**config.mk**
```make
export PLATFORM = sky130hd
export DESIGN_NAME = minimig_zorro_mapper
export DESIGN_NICKNAME = d
export VERILOG_FILES = /design/src/rtl/minimig_zorro_mapper.sv
export SDC_FILE = /design/constraint.sdc
export NUM_CORES = 1
export LEC_CHECK = 0
export CORE_MARGIN = 4
export CORE_UTILIZATION = 48
export CTS_CLUSTER_SIZE = 25
export DETAILED_ROUTE_END_ITERATION = 6
export GPL_ROUTABILITY_DRIVEN = 0
export HOLD_SLACK_MARGIN = 0.02
export PLACE_DENSITY = 0.85
export SKIP_CTS_REPAIR_TIMING = 1
export SLEW_MARGIN = 10
export SYNTH_ARGS = -nofsm -noshare
export SYNTH_HDL_FRONTEND = slang
export SYNTH_SLANG_ARGS = --single-unit
```
**constraint.sdc**
```tcl
create_clock -name clk -period 2.2 [get_ports clk]
set_input_delay 0.33 -clock clk [delete_from_list [all_inputs] [get_ports clk]]
set_output_delay 0.33 -clock clk [all_outputs]
set_load 0.05 [all_outputs]
```
**src/rtl/minimig_zorro_mapper.sv**
```systemverilog
// minimig_zorro_mapper
// Snoops the autoconfig register writes the CPU makes and works out where
// the three RAM boards (Zorro II fast RAM, Zorro III board 1, Zorro III
// board 2) land in the address map. It then decodes CPU addresses against
// the committed windows.
//
// Ports
//   clk, reset_n          system clock, async active-low reset
//   clk7_en, sel          7 MHz qualifier and autoconfig region strobe
//   address_in[8:1]       autoconfig register address (byte address >> 1)
//   data_in, hwr, lwr     CPU write data and byte write strobes
//   fastram_config        ZII size: 00 off, 01 2 MB, 10 4 MB, 11 8 MB
//   slowram_config        ZIII board 2 size: nonzero 16 MB, zero 4 MB
//   board_configured[3:0] per-board configured flags (bit 3 unused)
//   cpu_addr[31:20]       CPU address at 1 MB granularity
//   cpu_req               CPU access valid this cycle
//   ram_sel[2:0]          registered one-hot board hit
//   ram_valid             ram_sel qualifier (cpu_req delayed one clock)
//   map_active[2:0]       board i mapping committed (ACTIVE)
module minimig_zorro_mapper #(
  parameter int ZIII0_LOG2 = 24  // board-1 size log2, valid range 20..31
) (
  input  logic         clk,
  input  logic         reset_n,
  input  logic         clk7_en,
  input  logic         sel,
  input  logic [8:1]   address_in,
  input  logic [15:0]  data_in,
  input  logic         hwr,
  input  logic         lwr,
  input  logic [1:0]   fastram_config,
  input  logic [1:0]   slowram_config,
  input  logic [3:0]   board_configured,
  input  logic [31:20] cpu_addr,
  input  logic         cpu_req,
  output logic [2:0]   ram_sel,
  output logic         ram_valid,
  output logic [2:0]   map_active
);

  // Register byte addresses 0x4A/0x48/0x44/0x4C seen on address_in[8:1].
  localparam logic [8:1] AC_Z2_LO = 8'h25;
  localparam logic [8:1] AC_Z2_HI = 8'h24;
  localparam logic [8:1] AC_Z3    = 8'h22;
  localparam logic [8:1] AC_SHUT  = 8'h26;

  // Address bits [31:ZIII0_LOG2] are compared for board 1.
  localparam logic [11:0] Z3B1_MASK = 12'hFFF << (ZIII0_LOG2 - 20);

  typedef enum logic [1:0] {UNCONF, STAGED, ACTIVE, SHUTUP} bstate_e;

  bstate_e         state_q [3];
  bstate_e         state_d [3];
  logic [2:0][7:0] base_q, base_d;   // board 0: A23:16, boards 1/2: A31:24
  logic [2:0]      bc_q;
  logic [2:0]      ram_sel_q, ram_sel_d;
  logic            ram_valid_q;

  logic       snoop, wr_lo, wr_hi, wr_z3, wr_shut;
  logic [2:0] stage, shut, rise, hit, act;
  logic [3:0] z2_mask;
  logic [11:0] z3b2_mask;

  logic unused_ok;
  assign unused_ok = ^{data_in[7:0], board_configured[3]};

  // Write snooping and per-board next state.
  always_comb begin
    snoop   = clk7_en & sel & (hwr | lwr);
    wr_lo   = snoop && (address_in == AC_Z2_LO);
    wr_hi   = snoop && (address_in == AC_Z2_HI);
    wr_z3   = snoop && (address_in == AC_Z3);
    wr_shut = snoop && (address_in == AC_SHUT);

    // Pending board is chosen from the registered flags so a base write
    // landing in the same cycle as that board's configured edge still
    // targets it and the new base is the one committed.
    stage    = '0;
    stage[0] = wr_lo | wr_hi;
    if (wr_z3) begin
      if (!bc_q[1])      stage[1] = 1'b1;
      else if (!bc_q[2]) stage[2] = 1'b1;
    end

    shut = '0;
    if (wr_shut) begin
      if (!bc_q[0])      shut[0] = 1'b1;
      else if (!bc_q[1]) shut[1] = 1'b1;
      else if (!bc_q[2]) shut[2] = 1'b1;
    end

    rise = board_configured[2:0] & ~bc_q;

    base_d = base_q;
    for (int i = 0; i < 3; i++) begin
      state_d[i] = state_q[i];
      // ACTIVE and SHUTUP boards ignore further writes.
      if (stage[i] && (state_q[i] == UNCONF || state_q[i] == STAGED)) begin
        if (i == 0) begin
          if (wr_lo) base_d[0][3:0] = data_in[15:12];
          if (wr_hi) base_d[0][7:4] = data_in[15:12];
        end else begin
          base_d[i] = data_in[15:8];
        end
      end
      case (state_q[i])
        UNCONF: begin
          if (shut[i])       state_d[i] = SHUTUP;
          else if (rise[i])  state_d[i] = stage[i] ? ACTIVE : SHUTUP;
          else if (stage[i]) state_d[i] = STAGED;
        end
        STAGED: begin
          if (shut[i])      state_d[i] = SHUTUP;
          else if (rise[i]) state_d[i] = ACTIVE;
        end
        default: state_d[i] = state_q[i];
      endcase
    end
  end

  // Address decode; size inputs are used live.
  always_comb begin
    case (fastram_config)
      2'b01:   z2_mask = 4'b1110;
      2'b10:   z2_mask = 4'b1100;
      2'b11:   z2_mask = 4'b1000;
      default: z2_mask = 4'b0000;
    endcase
    z3b2_mask = (slowram_config != 2'b00) ? 12'hFF0 : 12'hFFC;

    for (int i = 0; i < 3; i++) act[i] = (state_q[i] == ACTIVE);

    // Base bits below the size alignment are masked out of the compare.
    hit[0] = (fastram_config != 2'b00) && (cpu_addr[31:24] == 8'h00) &&
             (((cpu_addr[23:20] ^ base_q[0][7:4]) & z2_mask) == 4'b0000);
    hit[1] = (((cpu_addr ^ {base_q[1], 4'h0}) & Z3B1_MASK) == 12'h000);
    hit[2] = (((cpu_addr ^ {base_q[2], 4'h0}) & z3b2_mask) == 12'h000);

    ram_sel_d = 3'b000;
    if (cpu_req) begin
      // Overlapping windows resolve to the lowest-index board.
      if (hit[0] && act[0])      ram_sel_d = 3'b001;
      else if (hit[1] && act[1]) ram_sel_d = 3'b010;
      else if (hit[2] && act[2]) ram_sel_d = 3'b100;
    end
  end

  always_ff @(posedge clk or negedge reset_n) begin
    if (!reset_n) begin
      for (int i = 0; i < 3; i++) state_q[i] <= UNCONF;
      base_q      <= '0;
      bc_q        <= '0;
      ram_sel_q   <= '0;
      ram_valid_q <= 1'b0;
    end else begin
      for (int i = 0; i < 3; i++) state_q[i] <= state_d[i];
      base_q      <= base_d;
      bc_q        <= board_configured[2:0];
      ram_sel_q   <= ram_sel_d;
      ram_valid_q <= cpu_req;
    end
  end

  assign ram_sel   = ram_sel_q;
  assign ram_valid = ram_valid_q;
  always_comb begin
    for (int i = 0; i < 3; i++) map_active[i] = (state_q[i] == ACTIVE);
  end

endmodule

```
---- Yosys cells after proc, flatten, opt, wreduce, memory -nomap -nowiden ----
Cells that the tools add are included.
operators by class
  equality and inequality tests ........... 19
  muxes and demuxes ....................... 34
  bitwise gates (word level) .............. 11
  reduce and logical (&&, ||, !) cells .... 31
operators by type and width
  operator            count
  $mux 2              17
  $eq 8x6->1 const B  4
  $logic_not 12->1    2
  $xor 12x12->12      2
  $mux 3              5
  $and 12x12->12      1
  $logic_and 1x1->1   12
  $ne 4x4->1 const B  3
  $pmux 2 s2          3
  $pmux 4 s3          1
  $eq 2x2->1 const B  5
  $reduce_bool 2->1   5
  $ne 3x3->1 const B  3
  $reduce_and 3->1    3
  $eq 2x1->1 const B  4
  $logic_not 8->1     1
  $mux 1              7
  $logic_not 2->1     3
  $and 4x4->4         1
  $logic_not 4->1     1
  $mux 4              1
  $xor 4x4->4         1
  $and 3x3->3         1
  $logic_or 1x1->1    3
  4 further kinds     6
storage, ports and cells
  flip-flop bits (word level) ............. 33
  input bits .............................. 51
  output and inout port bits .............. 7
  logic and storage cells ................. 104

---- Logic depth before layout (Yosys ltp) ----
Gate-level depths: netlist of the first run.
  depth after elaboration ................. 9
  mapped depth ............................ 6
  mapped depth without buffers ............ 6

---- Least setup slack after synthesis of the first run ----
Ideal clock, no wire load.
  path kind ............................... input-to-reg
  start ................................... input address_in[8] in the netlist's numbering
  end ..................................... register base_q[10] in the netlist's numbering
  setup time .............................. 0.125 ns
  arrival time ............................ 1.964 ns
  data required time ...................... 2.075 ns
  slack ................................... 0.111 ns
  stages .................................. 5
  buffers on the path ..................... 0
  path through ............................ nor4b_1 -> nand2_1 -> or4_4 -> nor3_4 -> mux2_2
on the way
  cells in the longest elaborated chain, start to end .. 4
ends and longest elaborated chain
  element                 line  text
  start: declaration      27    input logic [8:1] address_in,
  $eq 8x6->1              72    wr_z3 = snoop && (address_in == AC_Z3);
  $logic_and 1x1->1       72
  $mux 2                  80    if (wr_z3) begin
  $logic_and 1x1->1       98    if (stage[i] && (state_q[i] == UNCONF || state_q[i] == STAGED)) begin
  end signal: assignment  157   base_q <= base_d;
  end: declaration        54    logic [2:0][7:0] base_q, base_d;
No other way between the ends.
A chain may end at the register's enable or synchronous reset.

---- Final worst setup path of the first run ----
  start ................................... input address_in[8] in the netlist's numbering
  end ..................................... register base_q[9] in the netlist's numbering
The elaborated chain is that of the path after synthesis.

==> results.md, run 1 <==
* Vias at 1317
* Status: finished, final reports clean
* Share of the synthesized area in the top cell type at 49.27%
* Die area at 4381 sq um
* Max cap viols at 0
* Worst EP arrival at 2.34 ns
* R2R Path End: base_q[16]
* Root Driver: clkbuf_4
* Tmin final at 2.124 ns
* Synth Area per Inst at 11.53 sq um
* Worst path cell trace: clkdlybuf4s50_1 -> nor4b_1 -> nand2_1 -> or4_4 -> nor3_4 -> buf_12 -> mux2_2
* Initial antenna violation count at 0
* Crit. Startpoint: address_in[8]
* Startpoint Class: primary input
* IO Count at 58
* Clk pin slew, worst setup/hold paths at 0.10 ns
* Placed cell count at 241
* Fin. max-slew vios at 0
* DIE HEIGHT at 66.19 microns
* Layout Nets at 257
* Core area at 3153 sq um
* Synth Net Count at 194
* Post-Route M1 WL at 1558 microns
* Final setup vio count at 0
* Sequential share of the synthesized area at 49.27%
* Fillers at 227
* Worst-skew pair later-pin latency at 0.33 ns
* Setup slack, reg-to-reg at 0.64 ns
* Crit share post-route at 96.53%
* Crit end category: flop
* Share of cells above drive strength 1 at 20.10%
* Final core utilization at 72.70%
* Crit Path Category: in2reg
* GR Overflow Total at 0
* Final ANT Viol Nets at 0
* Post-DP HPWL at 3091 microns
* # diodes at 0
* Fin area at 2292 sq um
* Inserted Clock Buffers at 5
* First-pass GRT wire length at 6251 microns
* Leak Pwr at 1.025 nW
* Setup slack after layout at 0.07626 ns
* Fmax at 470.9 MHz
* Metal3 WL at 170 microns
* TritonCTS clock tree: done
* FF/Latch Area at 800.8 sq um
* FF+latch count, synth at 32
* Placed inst area at 2241 sq um
* Dpl ws at -0.2689 ns
* Area occupied by multi-input gates at 788.3 sq um
* # DRC at 0
* Commonest non-fill, non-tap cell in the layout: clkdlybuf4s50_1
* Width of the die at 66.19 microns
* Ranking of synthesized cells by area: dfrtp_1, mux2_2, xor2_1, nor4_1, xnor2_1
* Reg2reg start: bc_q[2]
* H-tree levels at 2
* Routed wl met2 at 1985 microns
* Unrepaired setup endpoints after global routing: false
* Worst setup path end: base_q[9]
* Vias in the first global route at 1363
* Worst Skew at 0.01135 ns
* Initial Util at 51.55%
* Syn. warnings at 0
* PortBufs at 47
* Vias per std cell at 5.310
* Post-Syn Area at 1625 sq um
* Max layer used: met4
* Routed len/inst at 15.38 microns
* Routed wire length at 3815 microns
* Drt first pass iters at 4
* Starting DRT DRC Count at 61
* Largest net degree at the start of global routing at 33
* Worst Path Max Fanout at 8
* Worst Reg-to-Reg Cells at 5
* Commonest cells after routing, fill and taps aside: clkdlybuf4s50_1, dfrtp_1, mux2_2
* Worst-Margin Slew at 0.4999 ns
* Cell count after synthesis at 141
* Max Buffers Root-to-Sink at 2
* Synth area leader: dfrtp_1
* FP Rows at 20
* PwrDens at 479.0 nW/um^2
* All-layer global routing usage at 19.11%
* Area Growth Syn to Fin at 41.03%
* Relative slew slack at 66.57%
* Worst path max stage delay at 0.55 ns
* Clock sinks at 32
* Non-filler instance count after layout at 248
* Synth cell types at 32
* Worst-case vdd ir drop at 0.0002398 V
* CP max stage cell: or4_4
* Hold Path Class: in2async
* Final Hold Vio Count at 0
* CP Data Required Time at 2.42 ns
[registers in the layout, indices dropped and copies added (netlist names)]
name	flops
bc_q	3
ram_valid	1
state_q	6
base_q	19
ram_sel	3
[synth_stat cells]
cell type        instances
clkdlybuf4s18_1          1
o211ai_1                 2
nor2_1                  10
nand3b_1                 1
o41ai_1                  1
or4_4                    1
nor3_4                   1
nand4_1                  3
o21ai_0                  1
xnor2_1                  6
nand2_1                  6
xor2_1                  14
nor3_1                   2
inv_1                    7
o221a_2                  1
a31o_2                   1
o21bai_1                 3
a22oi_1                  1
nor2b_1                  2
nand3_1                  3
o221ai_1                 1
dfrtp_1                 32
mux2_2                  19
nand2b_1                 3
mux2i_1                  1
or3b_2                   1
nor2_2                   1
nor4_1                   9
or4_1                    1
ha_1                     2
a21oi_1                  2
nor4b_1                  2
[power by group]
group / leakage (nW) / switching (mW) / internal [mW] / total [mW]
Combinational: 0.578 / 0.0876 / 0.106 / 0.193
Sequential: 0.419 / 0.00788 / 0.596 / 0.604
Clock: 0.0281 / 0.183 / 0.117 / 0.300
Total: 1.02 / 0.279 / 0.819 / 1.10
[metal layers]
metal | vias up | global-route usage (%)
li1 | 637 | -
met1 | 632 | 22.44
met2 | 39 | 31.72
met3 | 9 | 4.422
met4 | 0 | 10.91
met5 | - | 0
[cell families (layout without fill, tap and decap cells)]
kind of cell | Yosys count | after routing | synth area share, %
AOI/OAI and AO/OA | 13 | 13 | 6.004
buffers and inverters | 8 | 71 | 2.233
adders and majority gates | 2 | 2 | 1.539
muxes | 20 | 20 | 13.78
xor gates and xnor gates | 20 | 20 | 10.78
DFF | 32 | 32 | 49.27
and+or+nand+nor | 46 | 46 | 16.40
[area by class of cell]
| type | instances | area share [%] |
|---|---|---|
| Sequential cell | 32 | 34.93 |
| Multi-Input combinational cell | 101 | 34.39 |
| Tap cell | 44 | 2.402 |
| Timing Repair Buffer | 57 | 25.11 |
| Clock buffer | 6 | 1.801 |
| Clock inverter | 1 | 0.2183 |
| Inverter | 7 | 1.146 |
[worst min path at each step]
stage                     startpoint          to  slack [ns]  cells past startpoint
after floorplan              reset_n  base_q[10]        0.03                      0
after global routing         reset_n  state_q[3]        0.42                      2
final                        reset_n   base_q[8]        0.39                      2
after CTS                    reset_n   base_q[5]        0.40                      2
after detailed placement     bc_q[2]  state_q[1]        0.48                      1
after global placement       bc_q[2]  state_q[1]        0.44                      1
[critical path, delay by kind of cell]
| family | cells | cell delay, ns |
|---|---|---|
| buffers and inverters | 2 | 0.54 |
| multiplexers | 1 | 0.33 |
| AND/OR/NAND/NOR | 4 | 1.12 |
[per-stage QoR]
stage                     setup TNS, ns  power, mW  hold WS [ns]
after floorplan                       0     0.6831       0.03441
after global placement           -3.817     0.8012        0.4412
after detailed placement         -4.100     0.8098        0.4784
after CTS                      -0.02368      1.109        0.3999
after global routing                  0      1.148        0.4240
final                                 0      1.098        0.3903
No activity file was read; power rests on OpenSTA's default activity.
==> inputs of run 2 (changes only) <==
--- a/config.mk
+++ b/config.mk
@@ -5,13 +5,14 @@
 export SDC_FILE = /design/constraint.sdc
 export NUM_CORES = 1
 export LEC_CHECK = 0
-export CORE_MARGIN = 4
-export CORE_UTILIZATION = 48
+export CELL_PAD_IN_SITES_DETAIL_PLACEMENT = 1
+export CELL_PAD_IN_SITES_GLOBAL_PLACEMENT = 2
+export CORE_UTILIZATION = 29
 export CTS_CLUSTER_SIZE = 25
 export DETAILED_ROUTE_END_ITERATION = 6
 export GPL_ROUTABILITY_DRIVEN = 0
 export HOLD_SLACK_MARGIN = 0.02
-export PLACE_DENSITY = 0.85
+export PLACE_DENSITY_LB_ADDON = 0.1
 export SKIP_CTS_REPAIR_TIMING = 1
 export SLEW_MARGIN = 10
 export SYNTH_ARGS = -nofsm -noshare
==> run 2 against run 1 <==
Effect of this change: global-route usage is 4.4 points lower; cell area is 3.7% higher; highest routed layer unchanged; critical endpoint is now base_q[8]; clock skew is 0.0054 ns lower; total power is 14% higher.
==> results.md, run 2 (synthesis gave the netlist of run 1 again) <==
* Final core utilization at 45.39%
* Max Buffers Root-to-Sink at 2
* First-pass GRT wire length at 6713 microns
* PwrDens at 527.3 nW/um^2
* Tmin final at 2.094 ns
* Max reg flops at 19
* Routed len/inst at 14.20 microns
* Layout Nets at 258
* Final ANT Viol Nets at 0
* Worst EP arrival at 2.26 ns
* Width of the die at 76.87 microns
* Setup TNS at 0 ns
* Worst-skew pair later-pin latency at 0.28 ns
* # diodes at 0
* All-layer global routing usage at 14.69%
* Final setup vio count at 0
* Startpoint Class: primary input
* Clk pin slew, worst setup/hold paths at 0.06 ns
* Leak Pwr at 1.059 nW
* Worst Path Max Fanout at 8
* Commonest non-fill, non-tap cell in the layout: clkdlybuf4s50_1
* Starting DRT DRC Count at 18
* Root Driver: clkbuf_8
* Top Registers: base_q x19, state_q x6
* Worst-Margin Slew at 0.4959 ns
* Fmax at 477.6 MHz
* Unrepaired setup endpoints after global routing: false
* Vias per std cell at 4.707
* Clock sinks at 32
* Worst path depth at 7
* Crit. Startpoint: address_in[7]
* IO Count at 58
* Worst setup path end: base_q[8]
* Crit Path Category: in2reg
* Max cap viols at 0
* Drt first pass iters at 4
* Crit end category: flop
* GR Overflow Total at 0
* Initial Util at 31.03%
* Vias in the first global route at 1545
* Initial antenna violation count at 0
* Fin. max-slew vios at 0
* CP max stage cell: or4_4
* Reg2reg start: state_q[1]
* Crit path buffers/inverters at 2
* # DRC at 0
* TritonCTS clock tree: done
* Worst path cell trace: clkdlybuf4s50_1 -> nor4b_2 -> nand2_1 -> or4_4 -> nor3_4 -> buf_12 -> mux2_2
* Die area at 5908 sq um
* R2R Path End: base_q[22]
* Final Hold Vio Count at 0
* Status: finished, final reports clean
* Hold Path Class: in2async
* Vias at 1299
* Area Growth Syn to Fin at 46.27%
* CP Data Required Time at 2.36 ns
* PortBufs at 47
* Largest Register: base_q
* Largest net degree at the start of global routing at 33
* Crit share post-route at 95.18%
* Setup slack after layout at 0.1061 ns
* FP Rows at 26
* DIE HEIGHT at 76.87 microns
* Routed wire length at 3918 microns
* Inserted Clock Buffers at 5
* Setup slack, reg-to-reg at 0.72 ns
* Worst Skew at 0.005998 ns
* Final Power at 1.254 mW
* Share of cells above drive strength 1 at 21.36%
* Relative slew slack at 66.84%
* Worst-case vdd ir drop at 0.0002041 V
* Post-DP HPWL at 3280 microns
* H-tree levels at 2
* Core area at 5238 sq um
* Worst path max stage delay at 0.45 ns
* Worst Hold Margin at 0.4488 ns
* Worst Reg-to-Reg Cells at 5
* Dpl ws at -0.3439 ns
* Top Family by Delay on Critical Path: simple AND/OR/NAND/NOR gates
* Fillers at 580
* Commonest cells after routing, fill and taps aside: clkdlybuf4s50_1, dfrtp_1, mux2_2
run 2: cell count changes in the layout (fill, tap and decap cells not counted):
cell / change
clkbuf_8: +6
clkbuf_4: -5
buf_4: +2
clkbuf_1: +1
clkinv_2: -1
dlymetal6s2s_1: -1
nor4b_1: -1
nor4b_2: +1
run 2: per-stage QoR:
step | instance area, sq um | std cells
2_1_floorplan | 1625 | 141
3_3_place_gp | 2278 | 268
3_5_place_dp | 2278 | 268
4_1_cts | 2369 | 276
5_1_grt | 2377 | 276
6_report | 2377 | 276
run 2: final cells by class:
cell class / count / area, sq um / area share (%)
Sequential cell: 32 / 800.8 / 33.68
Multi-Input combinational cell: 101 / 794.5 / 33.42
Timing Repair Buffer: 58 / 578.1 / 24.32
Clock buffer: 8 / 90.09 / 3.789
Tap cell: 70 / 87.58 / 3.684
Inverter: 7 / 26.28 / 1.105
run 2: power by group:
| part | internal, mW | switching [mW] |
|---|---|---|
| clock network | 0.255 | 0.200 |
| registers | 0.597 | 0.00675 |
| logic | 0.106 | 0.0895 |
| total | 0.958 | 0.296 |
run 2: routing by layer:
layer	routed length (microns)	vias up	global-route usage [%]
met2	2198	32	29.02
met4	48	0	4.615
met1	1481	632	14.21
met5	0	-	0
met3	190	6	4.524
li1	-	629	-
run 2: worst min-delay path by stage:
| stage | startpoint | endpoint | cells after the start |
|---|---|---|---|
| floorplan | reset_n | base_q[10] | 0 |
| global placement | bc_q[2] | state_q[1] | 1 |
| detailed placement | bc_q[2] | state_q[1] | 1 |
| CTS | reset_n | ram_sel[0] | 2 |
| global route | bc_q[2] | state_q[1] | 1 |
| finish | reset_n | ram_sel[0] | 2 |
